<file path="config.mk">
export PLATFORM = sky130hd
export DESIGN_NAME = uart_tx_flat
export DESIGN_NICKNAME = d
export VERILOG_FILES = /design/src/rtl/uart_pkg.sv /design/src/rtl/uart_tx_if.sv /design/src/rtl/uart_bit_timer.sv /design/src/rtl/uart_tx.sv /design/src/flat_wrapper.sv
export SDC_FILE = /design/constraint.sdc
export NUM_CORES = 1
export LEC_CHECK = 0
export ABC_AREA = 1
export CORE_ASPECT_RATIO = 1.75
export CORE_MARGIN = 5
export CORE_UTILIZATION = 25
export DETAILED_ROUTE_END_ITERATION = 16
export GPL_ROUTABILITY_DRIVEN = 0
export GPL_TIMING_DRIVEN = 0
export HOLD_SLACK_MARGIN = 0.12
export PLACE_DENSITY_LB_ADDON = 0.1
export SLEW_MARGIN = 20
export SYNTH_ARGS = -nofsm -noshare
export SYNTH_HDL_FRONTEND = slang
export SYNTH_HIERARCHICAL = 1
export SYNTH_SLANG_ARGS = --single-unit
</file>
<file path="constraint.sdc">
create_clock -name clk -period 1.7 [get_ports clk]
set_input_delay 0.34 -clock clk [delete_from_list [all_inputs] [get_ports clk]]
set_output_delay 0.34 -clock clk [all_outputs]
set_load 0.05 [all_outputs]
</file>
<file path="src/rtl/uart_pkg.sv">
`default_nettype none
// ============================================================================
// Module      : uart_pkg
// Description : Constants shared by the UART transmitter and receiver:
//               FSM state encoding, parity-mode codes and a parity helper.
// Revision    : 1.0 - initial release
// ============================================================================
package uart_pkg;

    typedef logic [2:0] uart_state_t;

    localparam uart_state_t ST_IDLE   = 3'd0;
    localparam uart_state_t ST_START  = 3'd1;
    localparam uart_state_t ST_DATA   = 3'd2;
    localparam uart_state_t ST_PARITY = 3'd3;
    localparam uart_state_t ST_STOP   = 3'd4;

    localparam logic PAR_EVEN = 1'b0;
    localparam logic PAR_ODD  = 1'b1;

    // Even parity is the XOR of the data bits; odd parity is its inverse.
    function automatic logic calc_parity(input logic [7:0] data, input logic odd);
        return (^data) ^ odd;
    endfunction

endpackage
`default_nettype wire

</file>
<file path="src/rtl/uart_tx_if.sv">
`default_nettype none
// ============================================================================
// Module      : uart_tx_if
// Description : Request/status bundle of the UART transmitter.
//               master : drives tx_en, tx_start, tx_data; observes tx, Busy, Done
//               slave  : the transmitter side of the same bundle
// Revision    : 1.0 - initial release
// ============================================================================
interface uart_tx_if;
    logic       tx_en;
    logic       tx_start;
    logic [7:0] tx_data;
    logic       tx;
    logic       Busy;
    logic       Done;

    modport master (output tx_en, tx_start, tx_data, input tx, Busy, Done);
    modport slave  (input tx_en, tx_start, tx_data, output tx, Busy, Done);
endinterface
`default_nettype wire

</file>
<file path="src/rtl/uart_bit_timer.sv">
`default_nettype none
// ============================================================================
// Module      : uart_bit_timer
// Description : Baud counter. Counts enabled cycles 0..CLKS_PER_BIT-1 and
//               raises o_tick on the last cycle of every bit period.
// Ports       : clk, rst (async, active high)
//               i_en   - advance the counter this cycle
//               i_clr  - hold the counter at zero (has priority over i_en)
//               o_tick - last cycle of the current bit period
// Revision    : 1.0 - initial release
// ============================================================================
module uart_bit_timer #(
    parameter int CLKS_PER_BIT = 8
) (
    input  wire logic clk,
    input  wire logic rst,
    input  wire logic i_en,
    input  wire logic i_clr,
    output logic      o_tick
);

    localparam int               CNT_W  = (CLKS_PER_BIT < 2) ? 1 : $clog2(CLKS_PER_BIT);
    localparam logic [CNT_W-1:0] c_LAST = CNT_W'(CLKS_PER_BIT - 1);

    logic [CNT_W-1:0] r_cnt;

    always_ff @(posedge clk or posedge rst) begin
        if (rst) begin
            r_cnt <= '0;
        end else if (i_clr) begin
            r_cnt <= '0;
        end else if (i_en) begin
            r_cnt <= (r_cnt == c_LAST) ? '0 : r_cnt + CNT_W'(1);
        end
    end

    assign o_tick = i_en && !i_clr && (r_cnt == c_LAST);

endmodule
`default_nettype wire

</file>
<file path="src/rtl/uart_tx.sv">
`default_nettype none
// ============================================================================
// Module      : uart_tx
// Description : UART transmitter: start bit, 8 data bits LSB first, optional
//               parity bit, one stop bit. tx_en low freezes the whole block.
// Ports       : clk  - sole clock, rising edge
//               rst  - asynchronous, active-high reset
//               bus  - uart_tx_if.slave (tx_en, tx_start, tx_data -> tx, Busy, Done)
// Revision    : 1.0 - initial release
// ============================================================================
module uart_tx #(
    parameter int CLKS_PER_BIT = 8,
    parameter int PARITY_EN    = 1,
    parameter int PARITY_ODD   = 0
) (
    input  wire logic clk,
    input  wire logic rst,
    uart_tx_if.slave  bus
);
    import uart_pkg::*;

    localparam logic c_ODD = (PARITY_ODD != 0) ? PAR_ODD : PAR_EVEN;

    uart_state_t r_state;
    logic [7:0]  r_shift;
    logic [2:0]  r_bit_idx;
    logic        r_par;
    logic        r_tx;
    logic        r_busy;
    logic        r_done;
    logic        w_tick;

    // Counter is parked at zero while idle so START always gets a full bit.
    uart_bit_timer #(
        .CLKS_PER_BIT (CLKS_PER_BIT)
    ) u_bit_timer (
        .clk    (clk),
        .rst    (rst),
        .i_en   (bus.tx_en),
        .i_clr  (r_state == ST_IDLE),
        .o_tick (w_tick)
    );

    always_ff @(posedge clk or posedge rst) begin
        if (rst) begin
            r_state   <= ST_IDLE;
            r_shift   <= '0;
            r_bit_idx <= '0;
            r_par     <= 1'b0;
            r_tx      <= 1'b1;
            r_busy    <= 1'b0;
            r_done    <= 1'b0;
        end else begin
            // Done is a single-cycle pulse even if the block is frozen.
            r_done <= 1'b0;
            if (bus.tx_en) begin
                case (r_state)
                    ST_IDLE: begin
                        if (bus.tx_start) begin
                            r_shift   <= bus.tx_data;
                            r_par     <= calc_parity(bus.tx_data, c_ODD);
                            r_bit_idx <= '0;
                            r_tx      <= 1'b0;
                            r_busy    <= 1'b1;
                            r_state   <= ST_START;
                        end
                    end
                    ST_START: begin
                        if (w_tick) begin
                            r_tx    <= r_shift[0];
                            r_shift <= {1'b0, r_shift[7:1]};
                            r_state <= ST_DATA;
                        end
                    end
                    ST_DATA: begin
                        if (w_tick) begin
                            if (r_bit_idx == 3'd7) begin
                                if (PARITY_EN != 0) begin
                                    r_tx    <= r_par;
                                    r_state <= ST_PARITY;
                                end else begin
                                    r_tx    <= 1'b1;
                                    r_state <= ST_STOP;
                                end
                            end else begin
                                r_bit_idx <= r_bit_idx + 3'd1;
                                r_tx      <= r_shift[0];
                                r_shift   <= {1'b0, r_shift[7:1]};
                            end
                        end
                    end
                    ST_PARITY: begin
                        if (w_tick) begin
                            r_tx    <= 1'b1;
                            r_state <= ST_STOP;
                        end
                    end
                    ST_STOP: begin
                        if (w_tick) begin
                            r_busy  <= 1'b0;
                            r_done  <= 1'b1;
                            r_state <= ST_IDLE;
                        end
                    end
                    default: begin
                        r_tx    <= 1'b1;
                        r_busy  <= 1'b0;
                        r_state <= ST_IDLE;
                    end
                endcase
            end
        end
    end

    assign bus.tx   = r_tx;
    assign bus.Busy = r_busy;
    assign bus.Done = r_done;

endmodule
`default_nettype wire

</file>
<file path="src/flat_wrapper.sv">
// flat-port wrapper written by rule: the top's interface ports become plain ports
module uart_tx_flat import uart_pkg::*;
#(
    parameter int CLKS_PER_BIT = 8,
    parameter int PARITY_EN    = 1,
    parameter int PARITY_ODD   = 0
)
  (clk, rst, bus_tx_en, bus_tx_start, bus_tx_data, bus_tx, bus_Busy, bus_Done);
  uart_tx_if bus_i ();
  input  wire logic clk;
  input  wire logic rst;
  input wire logic [$bits(bus_i.tx_en)-1:0] bus_tx_en;
  input wire logic [$bits(bus_i.tx_start)-1:0] bus_tx_start;
  input wire logic [$bits(bus_i.tx_data)-1:0] bus_tx_data;
  output wire logic [$bits(bus_i.tx)-1:0] bus_tx;
  output wire logic [$bits(bus_i.Busy)-1:0] bus_Busy;
  output wire logic [$bits(bus_i.Done)-1:0] bus_Done;
  assign bus_i.tx_en = bus_tx_en;
  assign bus_i.tx_start = bus_tx_start;
  assign bus_i.tx_data = bus_tx_data;
  assign bus_tx = bus_i.tx;
  assign bus_Busy = bus_i.Busy;
  assign bus_Done = bus_i.Done;
  uart_tx #(.CLKS_PER_BIT(CLKS_PER_BIT), .PARITY_EN(PARITY_EN), .PARITY_ODD(PARITY_ODD)) u_core (.clk(clk), .rst(rst), .bus(bus_i));
endmodule
</file>
Word level (Yosys, flattened, before mapping)
Index checks and enable logic that the tools add are counted.
{ "word_totals": {"ff_bits": 21, "inputBits": 12, "output_inout_bits": 3, "elab_cells": 71} }
{ "classes": {"add_sub_neg": 2, "n_eq_ne": 13, "n_mux": 31, "bitwise": 2, "reduce_logical": 15} }
{ "op_table": {"columns": ["op", "n"], "rows": [
  ["2-to-1 mux 3 bit", 12],
  ["2-to-1 mux 8 bit", 4],
  ["case mux 8 bit (3 select lines)", 1],
  ["case mux 3 bit (5 select lines)", 1],
  ["inequality test 2 bit (second input constant)", 6],
  ["AND reduction 6 bit", 2],
  ["2-to-1 mux 1 bit", 10],
  ["== test 3 bit (second input constant)", 3],
  ["parity 8 bit", 1],
  ["AND reduction 7 bit", 1],
  ["adder 3 x 1 -> 3 bit (second input constant)", 2],
  ["== test 3 x 2 -> 1 bit (second input constant)", 2],
  ["case mux 3 bit (2 select lines)", 1],
  ["case mux 1 bit (5 select lines)", 1],
  ["AND reduction 5 bit", 1],
  ["AND reduction 4 bit", 1],
  ["nonzero test 2 bit", 2],
  ["== test 3 x 1 -> 1 bit (second input constant)", 1],
  ["zero test 3 bit", 1],
  ["case mux 1 bit (3 select lines)", 1],
  ["AND reduction 3 bit", 1],
  ["nonzero test 3 bit", 1],
  ["OR reduction 3 bit", 1],
  ["logical AND 1 bit", 2],
  ["3 further kinds", 4]
]} }

Logic depth before layout (Yosys ltp)
{ "depth": {"depth_word": 7, "mapped_depth": 11, "ltp_nobuf": 11} }

Hierarchy
The synthesis kept the hierarchy.
{ "modules_own_cells": {"columns": ["module", "n_inst", "cells_per_inst", "area_each_um2", "seq_area_each_um2"], "rows": [
  ["uart_tx", 1, 195, 1306.3, 451.7],
  ["uart_bit_timer", 1, 22, 170.2, 75.1]
]} }

Least setup slack after synthesis
OpenSTA, ideal clock, no wires.
{ "synth_timing": {"kind": "flip-flop to flip-flop", "start": "register u_core.r_state[2]", "end": "register u_core.r_state[2]", "setup_time_ns": 0.117, "arrival_time_ns": 1.566, "required_time_ns": 1.583, "setup_slack_ns": 0.018, "stages_incl_launch_ff": 12, "n_path_buf": 0, "synth_period_minus_slack_ns": 1.682, "path_cell_list": "dfrtp_1 -> nor2_2 -> nand2_1 -> inv_1 -> nor3b_1 -> inv_1 -> nand3_1 -> nand2_1 -> nor2_1 -> nand2_1 -> nand2_1 -> nand2_1"} }
{ "synth_via": {"elab_chain_len": 6, "word_cells_on_any_way": 16, "classes_between": "eq/ne (10); mux (1); reduce/logical (5)"} }
{ "synth_rtl": {"columns": ["element", "line", "rtl"], "rows": [
  ["start, declared", "uart_tx.sv:24", "uart_state_t r_state;"],
  ["start signal, assigned", "uart_tx.sv:46", "r_state <= ST_IDLE;"],
  ["start signal, assigned", "uart_tx.sv:65", "r_state <= ST_START;"],
  ["start signal, assigned", "uart_tx.sv:72", "r_state <= ST_DATA;"],
  ["zero test 3 bit *", "uart_tx.sv:40", ".i_clr (r_state == ST_IDLE),"],
  ["zero test 1 bit *", "uart_bit_timer.sv:37", "assign o_tick = i_en && !i_clr && (r_cnt == c_LAST);"],
  ["logical AND 1 bit * (2 in a row)", "uart_bit_timer.sv:37", null],
  ["via u_core.w_tick", "uart_tx.sv:31", "logic w_tick;"],
  ["inequality test 2 bit (no line)", null, null],
  ["AND reduction 7 bit (no line) *", null, null]
]} }
Mark *: on every way through the listed nets, which the timed path passes. The rest lies on a longest branch.
A chain may end at the register's enable or synchronous reset.

Worst setup path after layout
{ "layout_timing": {"start": "register u_core.r_tx (netlist: u_core/bus.tx)", "end": "output port bus_tx"} }
{ "layout_rtl": {"columns": ["element", "line", "rtl"], "rows": [
  ["start, declared", "uart_tx.sv:28", "logic r_tx;"],
  ["start signal, assigned", "uart_tx.sv:70", "r_tx <= r_shift[0];"],
  ["start signal, assigned", "uart_tx.sv:79", "r_tx <= r_par;"],
  ["start signal, assigned", "uart_tx.sv:87", "r_tx <= r_shift[0];"],
  ["end, declared", "flat_wrapper.sv:15", "output wire logic [$bits(bus_i.tx)-1:0] bus_tx;"]
]} }
No word-level cell between the ends.

==> results.json <==
{
  "grt_pass1_wl_mm": 6.15,
  "wl_met1_mm": 1.29,
  "startpoint_type": "flop",
  "leakage_nw": 1.03,
  "grt.total_usage_pct": 10.5,
  "crit_family": "flip-flops",
  "met3WireLength_microns": 103,
  "crit_slowest_cell": "dfstp_2",
  "slowest_delay_ps": 540,
  "clock-sinks": 21,
  "antenna_found_initial": 0,
  "die_h_microns": 112,
  "worst_hold_path_type": "in -> async",
  "numPortBuffers": 12,
  "crit_type": "reg -> out",
  "drtIter0Drc": 27,
  "cp.buffers_inverters": 1,
  "numCtsBuffers": 3,
  "cts_tree": "yes",
  "clkTransAtPathRegs_ps": 80,
  "cp_data_arrival_time_ps": 1320,
  "synth_seq_cells": 21,
  "synth_area_sq_um": 1480,
  "finalMaxSlewViolations": 0,
  "post_synth_num_cell_types": 26,
  "num-nets-final": 260,
  "io_pins": 15,
  "met2_length_mm": 2.05,
  "route.vias.total": 1347,
  "placed_cells": 307,
  "layout-drive-gt1-share_pct": 18.2,
  "hold_ws_ps": 265,
  "peakVddDrop_mv": 0.406,
  "tns_ps": 0,
  "antenna_left": 0,
  "grt_max_degree": 19,
  "routed_via_density": 4.21,
  "final-instance-count-excl-fill": 320,
  "power_density_nw_per_um2": 1450,
  "firstDrtPassIters": 4,
  "tightestPinTransition_ps": 727,
  "wirelength_mm": 3.52,
  "fp.dieW_microns": 68.1,
  "avgSynthCellArea_sq_um": 6.80,
  "ys_seq_area_share_pct": 35.7,
  "maxUsedRoutingLayer": "met4",
  "setup_violations": 0,
  "wl_per_cell_microns": 11.0,
  "syn_to_final_growth_pct": 26.9,
  "grt_pass1_vias": 1389,
  "max_freq_ghz": 0.603,
  "clock_latency_ps": 260,
  "start_util_pct": 25.3,
  "syn_nets": 234,
  "hold_viol": 0,
  "postSynthCellCount": 217,
  "grt_overflow": 0,
  "drv_cap": 0,
  "yosysWarnings": 6,
  "period_share_pct": 97.6,
  "clock-root-buffer": "clkbuf_8",
  "power_mw": 2.72,
  "fin_util_pct": 32.1,
  "clock_skew_ps": 2.83,
  "finalCriticalPeriod_ps": 1660,
  "num_rows": 37,
  "status": "completed",
  "cp_max_fo": 2,
  "htreeDepth": 1,
  "die_area_sq_um": 7600,
  "endpoint_kind": "output port",
  "drcViolationCount": 0,
  "cp.required_ps": 1360,
  "cts_buffer_depth": 2,
  "rsz0062_at_grt": "false",
  "slew-limit-headroom_pct": 51.5,
  "antenna_cells": 0,
  "crit_chain": "dlygate4sd2_1",
  "dp_hpwl_mm": 2.72,
  "core-area_sq_um": 5830
}
worst register-to-register path: cells and delay by family, from the launching register on:
family,cells,cell delay (ps)
flops,1,360
fa+ha+maj,2,340
simple gates,5,570
buf+inv,3,260
cell usage in the layout, fill, tap and decap left out:
master	netlist	layout
o211ai_1	1	1
nand3_4	2	2
dfstp_2	1	1
nor3b_4	0	1
xnor2_1	4	4
nand3_2	0	1
o21ai_4	1	1
o21ai_2	1	1
nand2_1	99	96
nor2_2	3	2
dfrtp_1	20	17
clkbuf_1	2	3
nand2_4	2	2
ha_4	0	1
ha_1	5	3
clkbuf_8	0	3
clkdlybuf4s50_1	0	8
dfrtp_2	0	3
dlygate4sd2_1	0	3
nand4_1	3	3
o21ai_1	2	3
nor3_1	1	1
nor2_4	2	5
dlymetal6s2s_1	0	1
ha_2	0	1
xor2_1	2	2
o21ai_0	7	6
buf_6	1	2
nor2_1	16	14
inv_2	3	4
inv_4	0	1
inv_1	23	21
buf_4	1	9
nand2_2	1	4
nand3_1	13	12
kinds of logic after synthesis:
family / count (synthesis) / share of synthesized area, %
AOI/OAI and AO/OA: 12 / 5.25
and+or+nand+nor: 143 / 42.9
adders and majority gates: 5 / 4.24
DFF: 21 / 35.7
buffers and inverters: 30 / 8.39
xor gates and xnor gates: 6 / 3.56
sequential cells by signal (all words and copies together) (netlist names):
name	cells
u_core/bus.tx	1
u_core/r_state	3
u_core/bus.Done	1
u_core/u_bit_timer/r_cnt	3
u_core/r_par	1
u_core/r_shift	8
u_core/bus.Busy	1
u_core/r_bit_idx	3
metal layers:
layer | vias up | GRT usage, %
li1 | 716 | -
met1 | 609 | 11.3
met2 | 18 | 19.6
met5 | - | 0
met3 | 4 | 1.01
met4 | 0 | 4.65
cell usage after synthesis, drive strengths merged:
| master | n | share of area (%) |
|---|---|---|
| dfstp | 1 | 1.8 |
| clkbuf | 2 | 0.51 |
| dfrtp | 20 | 34 |
| buf | 2 | 1.3 |
| o21ai | 11 | 4.7 |
| xnor2 | 4 | 2.4 |
| nand3 | 15 | 6.8 |
| nand2 | 102 | 27 |
| nor3 | 1 | 0.34 |
| xor2 | 2 | 1.2 |
| nor3b | 1 | 0.51 |
| ha | 5 | 4.2 |
| o211ai | 1 | 0.51 |
| nor2 | 21 | 6.9 |
| inv | 26 | 6.6 |
| nand4 | 3 | 1.3 |
metrics by stage:
stage	worst slack, ps	instance area (sq um)
global route	7.04	1870
finish	40.5	1870
floorplan	17.6	1480
CTS	11.9	1790
global placement	-445	1690
detailed placement	-423	1690
power breakdown:
group          internal [mW]  switching [mW]  leakage (nW)
clock                  0.167           0.168        0.0228
combinational          0.596           0.998         0.736
sequential             0.682           0.110         0.268
total                   1.45            1.28          1.03
cell type report:
class	count	area, sq um
plain buffers	4	26.3
clock buffers	4	45.0
fillers	655	3960
inverters	26	100
multi-input cells	166	885
flip-flops and latches	21	531
well taps	78	97.6
repair buffers	21	190
worst paths after layout:
check / start / slack (ps) / end / depth (start not counted)
max: u_core/bus.tx$_DFFE_PP1P_ / 40 / bus_tx / 1
min: rst / 260 / u_core/u_bit_timer/r_cnt[0]$_DFFE_PP0P_ / 2
max reg2reg: u_core/u_bit_timer/r_cnt[1]$_DFFE_PP0P_ / 120 / u_core/r_state[0]$_DFFE_PP0P_ / 10
min reg2reg: u_core/bus.Busy$_DFFE_PP0P_ / 480 / u_core/bus.Busy$_DFFE_PP0P_ / 2
max in group asynchronous: rst / 670 / u_core/r_state[2]$_DFFE_PP0P_ / 2
min in group clk: u_core/bus.Busy$_DFFE_PP0P_ / 480 / u_core/bus.Busy$_DFFE_PP0P_ / 2
timing repair:
action | in CTS | in global routing
setup buffers | 5 | 3
gates cloned | 0 | 1
pin swaps | 1 | 8
hold buffers | 0 | 0
setup endpoints to repair | 18 | 15
gates resized for setup | 12 | 16
No activity file was read; power rests on OpenSTA's default activity.
